File: src/rtl/seg_scan_pkg.sv
// Shared constants for the seven-segment scan stage: digit count,
// segment patterns and field-to-digit masks.
package seg_scan_pkg;

   localparam int unsigned NUM_DIGITS = 6;

   // Segment patterns, bit0=a ... bit6=g, active-high
   localparam logic [6:0] SEG_0     = 7'b0111111;
   localparam logic [6:0] SEG_1     = 7'b0000110;
   localparam logic [6:0] SEG_2     = 7'b1011011;
   localparam logic [6:0] SEG_3     = 7'b1001111;
   localparam logic [6:0] SEG_4     = 7'b1100110;
   localparam logic [6:0] SEG_5     = 7'b1101101;
   localparam logic [6:0] SEG_6     = 7'b1111101;
   localparam logic [6:0] SEG_7     = 7'b0000111;
   localparam logic [6:0] SEG_8     = 7'b1111111;
   localparam logic [6:0] SEG_9     = 7'b1101111;
   localparam logic [6:0] SEG_BLANK = 7'b0000000;

   // Digits covered by each editable field
   localparam logic [5:0] FIELD_SEC  = 6'b000011;
   localparam logic [5:0] FIELD_MIN  = 6'b001100;
   localparam logic [5:0] FIELD_HOUR = 6'b110000;

   typedef enum logic [1:0] {
      FLD_NONE,
      FLD_SEC,
      FLD_MIN,
      FLD_HOUR
   } field_e;

   function automatic logic [5:0] field_mask(input field_e f);
      case (f)
         FLD_SEC:  return FIELD_SEC;
         FLD_MIN:  return FIELD_MIN;
         FLD_HOUR: return FIELD_HOUR;
         default:  return '0;
      endcase
   endfunction

endpackage

File: src/rtl/bcd7seg.sv
// Combinational BCD to seven-segment decoder; codes 10..15 show blank.
module bcd7seg
   import seg_scan_pkg::*;
(
   input  logic [3:0] bcd_i,
   output logic [6:0] seg_o
);

   // Pattern lookup for one BCD digit
   always_comb begin
      case (bcd_i)
         4'd0:    seg_o = SEG_0;
         4'd1:    seg_o = SEG_1;
         4'd2:    seg_o = SEG_2;
         4'd3:    seg_o = SEG_3;
         4'd4:    seg_o = SEG_4;
         4'd5:    seg_o = SEG_5;
         4'd6:    seg_o = SEG_6;
         4'd7:    seg_o = SEG_7;
         4'd8:    seg_o = SEG_8;
         4'd9:    seg_o = SEG_9;
         default: seg_o = SEG_BLANK;
      endcase
   end

endmodule

File: src/rtl/seg_scan.sv
// Time-multiplexed six-digit display driver for the HH:MM:SS counter.
// Digits are snapshotted once per frame, colon dots are lit outside set
// mode, and the edited field blinks while set mode is active.
module seg_scan
   import seg_scan_pkg::*;
#(
   parameter int unsigned SCAN_DIV      = 2,
   parameter int unsigned BLINK_HALF    = 250,
   parameter bit          HOUR_LZ_BLANK = 1'b1
) (
   input  logic       clk,
   input  logic       rst,
   input  logic [3:0] d0,
   input  logic [3:0] d1,
   input  logic [3:0] d2,
   input  logic [3:0] d3,
   input  logic [3:0] d4,
   input  logic [3:0] d5,
   input  logic       set_mode,
   input  logic       sel_hour,
   input  logic       sel_min,
   input  logic       sel_sec,
   output logic [6:0] seg,
   output logic [5:0] dig_sel,
   output logic       dp
);

   localparam int unsigned DIV_W = (SCAN_DIV > 1) ? $clog2(SCAN_DIV) : 1;
   localparam int unsigned BLK_W = (BLINK_HALF > 1) ? $clog2(BLINK_HALF) : 1;
   localparam logic [DIV_W-1:0] DIV_LAST = DIV_W'(SCAN_DIV - 1);
   localparam logic [BLK_W-1:0] BLK_LAST = BLK_W'(BLINK_HALF - 1);

   logic [DIV_W-1:0] div_q, div_d;
   logic [2:0]       scan_q, scan_d;
   logic [BLK_W-1:0] blink_cnt_q, blink_cnt_d;
   logic             blink_ph_q, blink_ph_d;
   logic [3:0]       snap_q [NUM_DIGITS];
   logic [3:0]       din    [NUM_DIGITS];
   logic [6:0]       seg_q, seg_d;
   logic [5:0]       dig_q, dig_d;
   logic             dp_q, dp_d;

   logic [2:0]       idx;
   logic             frame_end;
   logic [3:0]       cur_digit;
   logic [6:0]       cur_seg;
   field_e           field;
   logic [5:0]       fmask;
   logic             lz_blank;
   logic             blink_blank;

   assign din[0] = d0;
   assign din[1] = d1;
   assign din[2] = d2;
   assign din[3] = d3;
   assign din[4] = d4;
   assign din[5] = d5;

   // Scan divider, digit index and blink timer next-state
   always_comb begin
      idx       = (scan_q < 3'(NUM_DIGITS)) ? scan_q : 3'd0;
      frame_end = (div_q == DIV_LAST) && (scan_q == 3'd5);
      div_d     = div_q + 1'b1;
      scan_d    = idx;
      if (div_q == DIV_LAST) begin
         div_d  = '0;
         scan_d = (idx == 3'd5) ? 3'd0 : idx + 3'd1;
      end
      blink_cnt_d = blink_cnt_q + 1'b1;
      blink_ph_d  = blink_ph_q;
      if (!set_mode) begin
         blink_cnt_d = '0;
         blink_ph_d  = 1'b1;
      end else if (blink_cnt_q == BLK_LAST) begin
         blink_cnt_d = '0;
         blink_ph_d  = ~blink_ph_q;
      end
   end

   // Select the current snapshot digit for the shared decoder
   always_comb begin
      case (idx)
         3'd0:    cur_digit = snap_q[0];
         3'd1:    cur_digit = snap_q[1];
         3'd2:    cur_digit = snap_q[2];
         3'd3:    cur_digit = snap_q[3];
         3'd4:    cur_digit = snap_q[4];
         3'd5:    cur_digit = snap_q[5];
         default: cur_digit = snap_q[0];
      endcase
   end

   bcd7seg u_dec (
      .bcd_i (cur_digit),
      .seg_o (cur_seg)
   );

   // Field priority, blanking and next pin values
   always_comb begin
      if (sel_hour)     field = FLD_HOUR;
      else if (sel_min) field = FLD_MIN;
      else if (sel_sec) field = FLD_SEC;
      else              field = FLD_NONE;
      fmask       = field_mask(field);
      lz_blank    = HOUR_LZ_BLANK && (idx == 3'd5) && (cur_digit == 4'd0);
      blink_blank = set_mode && !blink_ph_q && fmask[idx];
      seg_d       = (lz_blank || blink_blank) ? SEG_BLANK : cur_seg;
      dig_d       = 6'b000001 << idx;
      dp_d        = ((idx == 3'd2) || (idx == 3'd4)) && !set_mode;
   end

   // State, snapshot and registered output update
   always_ff @(posedge clk) begin
      if (rst) begin
         div_q       <= '0;
         scan_q      <= '0;
         blink_cnt_q <= '0;
         blink_ph_q  <= 1'b1;
         for (int unsigned i = 0; i < NUM_DIGITS; i++) snap_q[i] <= '0;
         seg_q       <= '0;
         dig_q       <= '0;
         dp_q        <= 1'b0;
      end else begin
         div_q       <= div_d;
         scan_q      <= scan_d;
         blink_cnt_q <= blink_cnt_d;
         blink_ph_q  <= blink_ph_d;
         if (frame_end) begin
            for (int unsigned i = 0; i < NUM_DIGITS; i++) snap_q[i] <= din[i];
         end
         seg_q       <= seg_d;
         dig_q       <= dig_d;
         dp_q        <= dp_d;
      end
   end

   assign seg     = seg_q;
   assign dig_sel = dig_q;
   assign dp      = dp_q;

endmodule

File: config.mk
export PLATFORM = sky130hd
export DESIGN_NAME = seg_scan
export DESIGN_NICKNAME = d
export VERILOG_FILES = /design/src/rtl/seg_scan_pkg.sv /design/src/rtl/bcd7seg.sv /design/src/rtl/seg_scan.sv
export SDC_FILE = /design/constraint.sdc
export NUM_CORES = 1
export LEC_CHECK = 0
export CORE_MARGIN = 2
export CORE_UTILIZATION = 58
export CTS_BUF_LIST = sky130_fd_sc_hd__clkbuf_8
export CTS_CLUSTER_SIZE = 20
export DETAILED_ROUTE_END_ITERATION = 8
export PLACE_DENSITY = 0.95
export SYNTH_ARGS = -nofsm -noshare
export SYNTH_HDL_FRONTEND = slang
export SYNTH_SLANG_ARGS = --single-unit
File: constraint.sdc
create_clock -name clk -period 9 [get_ports clk]
set_input_delay 2.25 -clock clk [delete_from_list [all_inputs] [get_ports clk]]
set_output_delay 2.25 -clock clk [all_outputs]
set_load 0.01 [all_outputs]
# After elaboration in Yosys (flattened, before gate mapping)
# Memories as Yosys holds them, arrays and structs flattened. A register that Yosys moved wholly into a read port is not among the register bits.
# Cells that the tools add are included.
# word_totals
mem_bits_rw	24
romBits	112
register_bits	20
output_inout_bits	14
mem_count	2
word_cells	67
# mem_list
name	depth	width	read_ports	rd_ports_with_merged_regs	write_ports	line	text
(name not given)	16	7	1	1	0	bcd7seg.sv:11	case (bcd_i)
snap_q	6	4	6	0	6	seg_scan.sv:37	logic [3:0] snap_q [NUM_DIGITS];
# op_classes
reduce_logical	14
add_sub_neg	3
n_bitwise	8
shifts	1
magnitude_cmp	2
n_eq_ne	10
n_mux	21
# ops
cell	count
two-way mux 4 bit	6
case mux 4 bit (5 select lines)	1
case mux 6 bit (3 select lines)	1
== test 3 bit, second input constant	3
two-way mux 3 bit	3
adder 8 x 1 -> 8 bit, second input constant	1
== test 8 bit, second input constant	1
two-way mux 1 bit	7
== test 3 x 2 -> 1 bit, second input constant	2
OR 1 bit	6
OR reduction 2 bit	3
left shift 1 x 3 -> 6 bit, first input constant	1
logical AND 1 bit	5
== test 2 bit, second input constant	2
zero test 4 bit	1
less-than comparator 3 x 4 -> 1 bit, second input constant	1
two-way mux 2 bit	2
adder 3 x 1 -> 3 bit, second input constant	1
binary-select mux 1 bit (select 3 bit)	1
== test 3 x 1 -> 1 bit, second input constant	1
less-than comparator 3 bit, second input constant	1
OR reduction 3 bit	1
== test 2 x 1 -> 1 bit, second input constant	1
zero test 1 bit	2
3 further kinds	5

# Depth between registers and ports, before layout
# logic_depth
ltp_word	10
mapped_depth	15
ltp_nobuf	13

# Cells and area by module
# Synthesis repeated with hierarchy kept, for this count alone.
# hier_totals
cells_unflattened	242
hier_area_um2	2496.1
# modules_own_cells
mod	instances	cells_per_inst	area_per_inst_um2
seg_scan	1	210	2265.9
bcd7seg	1	32	230.2

# Worst setup path before layout
# OpenSTA, ideal clock, no wires.
# synth_timing
kind	input-to-reg
startpoint	input sel_sec
endpoint	register seg_q[0] (netlist: seg[0])
stages	7
path_buffers	1
path_slack_ps	5349
t_required_ps	8919
arrival_ps	3571
cell_sequence	nor3b_1 a21oi_1 o31ai_1 a31oi_1 or4b_1 buf_2 a22oi_1
# synth_between
elab_chain_len	10
elab_cells_between_ends	12
# synth_lines
element	line	text
from (decl)	seg_scan.sv:22	input logic sel_sec,
two-way mux 1 bit *	seg_scan.sv:102	else if (sel_sec) field = FLD_SEC;
two-way mux 2 bit *	seg_scan.sv:101	else if (sel_min) field = FLD_MIN;
two-way mux 2 bit *	seg_scan.sv:100	if (sel_hour) field = FLD_HOUR;
== test 2 bit / == test 2 x 1 -> 1 bit (equally long branches)	seg_scan_pkg.sv:33	case (f)
case mux 6 bit (3 select lines) *	seg_scan_pkg.sv:33	
binary-select mux 1 bit (select 3 bit) *	seg_scan.sv:106	blink_blank = set_mode && !blink_ph_q && fmask[idx];
two-way mux 1 bit (implied by the code) *	seg_scan.sv:106	
logical AND 1 bit *	seg_scan.sv:106	
logical OR 1 bit *	seg_scan.sv:107	seg_d = (lz_blank || blink_blank) ? SEG_BLANK : cur_seg;
OR reduction 2 bit (no source line) *	--	
to (decl)	seg_scan.sv:39	logic [6:0] seg_q, seg_d;
# Mark *: on every way between the ends. The rest lies on a longest branch, timed or not. The select of a mux whose other input is x is not followed.
# A chain may end at the register's enable or synchronous reset.

# Worst setup path in the final report
# layout_timing
startpoint	input sel_min
endpoint	register seg_q[0] (netlist: seg[0])
# layout_between
elab_chain_len	9
elab_cells_between_ends	11
# layout_lines
element	line	text
from (decl)	seg_scan.sv:21	input logic sel_min,
two-way mux 2 bit *	seg_scan.sv:101	
two-way mux 2 bit *	seg_scan.sv:100	
== test 2 bit / == test 2 x 1 -> 1 bit (equally long branches)	seg_scan_pkg.sv:33	
case mux 6 bit (3 select lines) *	seg_scan_pkg.sv:33	
binary-select mux 1 bit (select 3 bit) *	seg_scan.sv:106	
two-way mux 1 bit (implied by the code) *	seg_scan.sv:106	
logical AND 1 bit *	seg_scan.sv:106	
logical OR 1 bit *	seg_scan.sv:107	
OR reduction 2 bit (no source line) *	--	
# Marked as above.

==> flow_summary.ini <==
[clock_tree]
cts_max_level = 2
clock_latency_ps = 300
cts_made_buffers = 5
post-cts-setup-buffers = 0
clkTransAtPathRegs_ps = 90
hold_buffers = 0
cts_sinks = 51
cts_tree = done
cts_resized = 0
clock_tree.root_cell = clkbuf_8
cts_buffer_depth = 2

[critical_path]
crit_path_end_kind = flip-flop
critPathRequiredTime_ps = 9220
crit_type = input pin to flip-flop
reg2reg_depth = 10
cp_data_arrival_time_ps = 4210
crit_fanout = 6
start_kind = input pin
cp_slowest_cell = or4b_1
cp_cell_sequence = clkdlybuf4s50_1, nor3b_1, a21oi_1, o31ai_1, a31oi_1, or4b_1, a22oi_1
critPathMaxStageDelay_ps = 590

[status]
status = finished, final reports clean

[sta]
setup_tns_ps = 0
worst_pin_slew_ps = 1140
finalSetupViolations = 0
grt_setup_unrepaired = no
fmax_mhz = 251
fin_skew_ps = 9.53
drv_slew = 0
hold_viol = 0
fin_hold_ws_ps = 485
final.min_clock_period_ps = 3990
setup_ws_ps = 5010
finalCritPeriodShare_pct = 44.3
slew_headroom_pct = 24.0

[grt]
grt_pass1_wl_mm = 7.63
grt_max_degree = 25
antenna_found_initial = 0
overflow = 0
grt_usage_pct = 22.6
grt_pass1_vias = 1687

[floorplan]
core_area_mm2 = 0.00394
rows = 23
die_area_mm2 = 0.00459
ioPinCount = 44
die_h_um = 67.8
initial_core_util_pct = 59.8
die_x_um = 67.8

[finish]
drive_gt1_share_pct = 6.51
antenna_cells = 0
syn2layout_area_growth_pct = 23.1
final_nets = 302
fin_util_pct = 73.6

[synthesis]
yosysMostFrequentCell = dfxtp_1
yosysSeqAreaShare_pct = 53.5
yosys.area.top_type = edfxtp_1
synth_edf_count = 24
synth_area_leaders = edfxtp_1 31%, dfxtp_1 23%, and2_1 6.9%, ha_1 6.4%, nor2_1 2.7%
dominantRegCellSynth = dfxtp_1
syn_area_mm2 = 0.00236
synthCells = 220
ys_ff_latch = 51
synth.top_cells.by_count = 27 x dfxtp_1, 26 x and2_1, 24 x edfxtp_1
yosysWarnings = 0
synth_top_area_share_pct = 30.6
synth.distinct_cells = 46
async_flop_share_pct = 0
syn_area_per_cell_um2 = 10.7
syn_nets = 262

[worst_hold_path]
hold_class = flip-flop to flip-flop
hold_depth = 1

[pwr]
internal-power_w = 0.000361
p_clk_share_pct = 26.4
switchingPower_w = 0.000128
combPwrFrac_pct = 19.9
pwr-share-seq_pct = 53.7
p_leak_nw = 1.12
netSwitchingFraction_pct = 26.2
p_per_area_mw_per_mm2 = 168
vdd_ir_drop_max_mv = 0.114

[placement]
numPortBuffers = 43
pre_cts_slack_ps = 4780
dp.final_hpwl_mm = 3.30
gp_congestion = 0.865

[detailed_routing]
firstDrtPassIters = 5
finalWirelength_mm = 4.60
routedWlPerCell_um = 14.8
drt_iter0_markers = 201
routed_via_density = 5.54
remaining_drc_errors = 0
vias = 1722
ant_nets = 0

[run]
maxCapViolations = 0
power by group through the flow:
stage,clock (W),combinational (W),sequential (W)
2_1_floorplan,0,0.0000511,0.000271
3_3_place_gp,0,0.0000924,0.000267
3_5_place_dp,0,0.0000952,0.000268
4_1_cts,0.000131,0.0000970,0.000263
5_1_grt,0.000141,0.000107,0.000264
6_report,0.000129,0.0000973,0.000263
kinds of logic after synthesis:
group	synth area share, %
and+or+nand+nor	21.9
DFF	53.5
AOI/OAI and AO/OA	9.66
buffers and inverters	3.40
adders and majority gates	6.37
xor gates and xnor gates	2.97
muxes	2.18
flip-flops by register name (all words and copies together), names as in the netlist:
signal       count
blink_cnt_q      8
blink_ph_q       1
dig_sel          6
div_q            1
dp               1
scan_q           3
seg              7
snap_q          24
per-layer routing:
layer / up-vias / GRT usage (%) / routed length, um
li1: 846 / - / -
met1: 798 / 28.2 / 1940
met2: 70 / 38.1 / 2340
met3: 8 / 5.17 / 235
met4: 0 / 8.42 / 82
met5: - / 0 / 0
worst paths after layout:
kind,from,to,slack (ps)
setup / recovery,sel_min,seg[0],5010
hold / removal,blink_cnt_q[0],blink_cnt_q[0],480
setup reg to reg,scan_q[1],seg[0],5500
hold reg to reg,blink_cnt_q[0],blink_cnt_q[0],480
per-stage QoR:
step / instance area, um2 / power [W] / instances
after floorplan: 2360 / 0.000322 / 220
after global placement: 2820 / 0.000360 / 303
after detailed placement: 2820 / 0.000363 / 303
after CTS: 2900 / 0.000491 / 311
after global routing: 2900 / 0.000512 / 311
final: 2900 / 0.000489 / 311
placed cells by master (no fill, tap or decap), types with 5 or more instances in the layout:
| master | n |
|---|---|
| nand3_1 | 10 |
| clkbuf_8 | 5 |
| edfxtp_1 | 24 |
| and2_1 | 26 |
| nand2_1 | 13 |
| dfxtp_1 | 27 |
| ha_1 | 12 |
| nor2_1 | 17 |
| nor2b_1 | 5 |
| inv_1 | 8 |
| nor3_1 | 6 |
| xnor2_1 | 5 |
| a21oi_1 | 6 |
| clkdlybuf4s50_1 | 43 |
critical path: cells and delay by family:
family | cells | cell delay (ps)
AO/OA/AOI/OAI | 4 | 830
buffers and inverters | 1 | 480
AND/OR/NAND/NOR | 2 | 640
layout make-up:
class                   instances  area (um2)
inverters                       9        33.8
repair buffers                 44         438
clock inverters                 3        17.5
well taps                      50        62.6
multi-input cells             149        1020
fillers                       270        1040
flip-flops and latches         51        1260
clock buffers                   5        68.8
(Power assumes the default switching activity.)
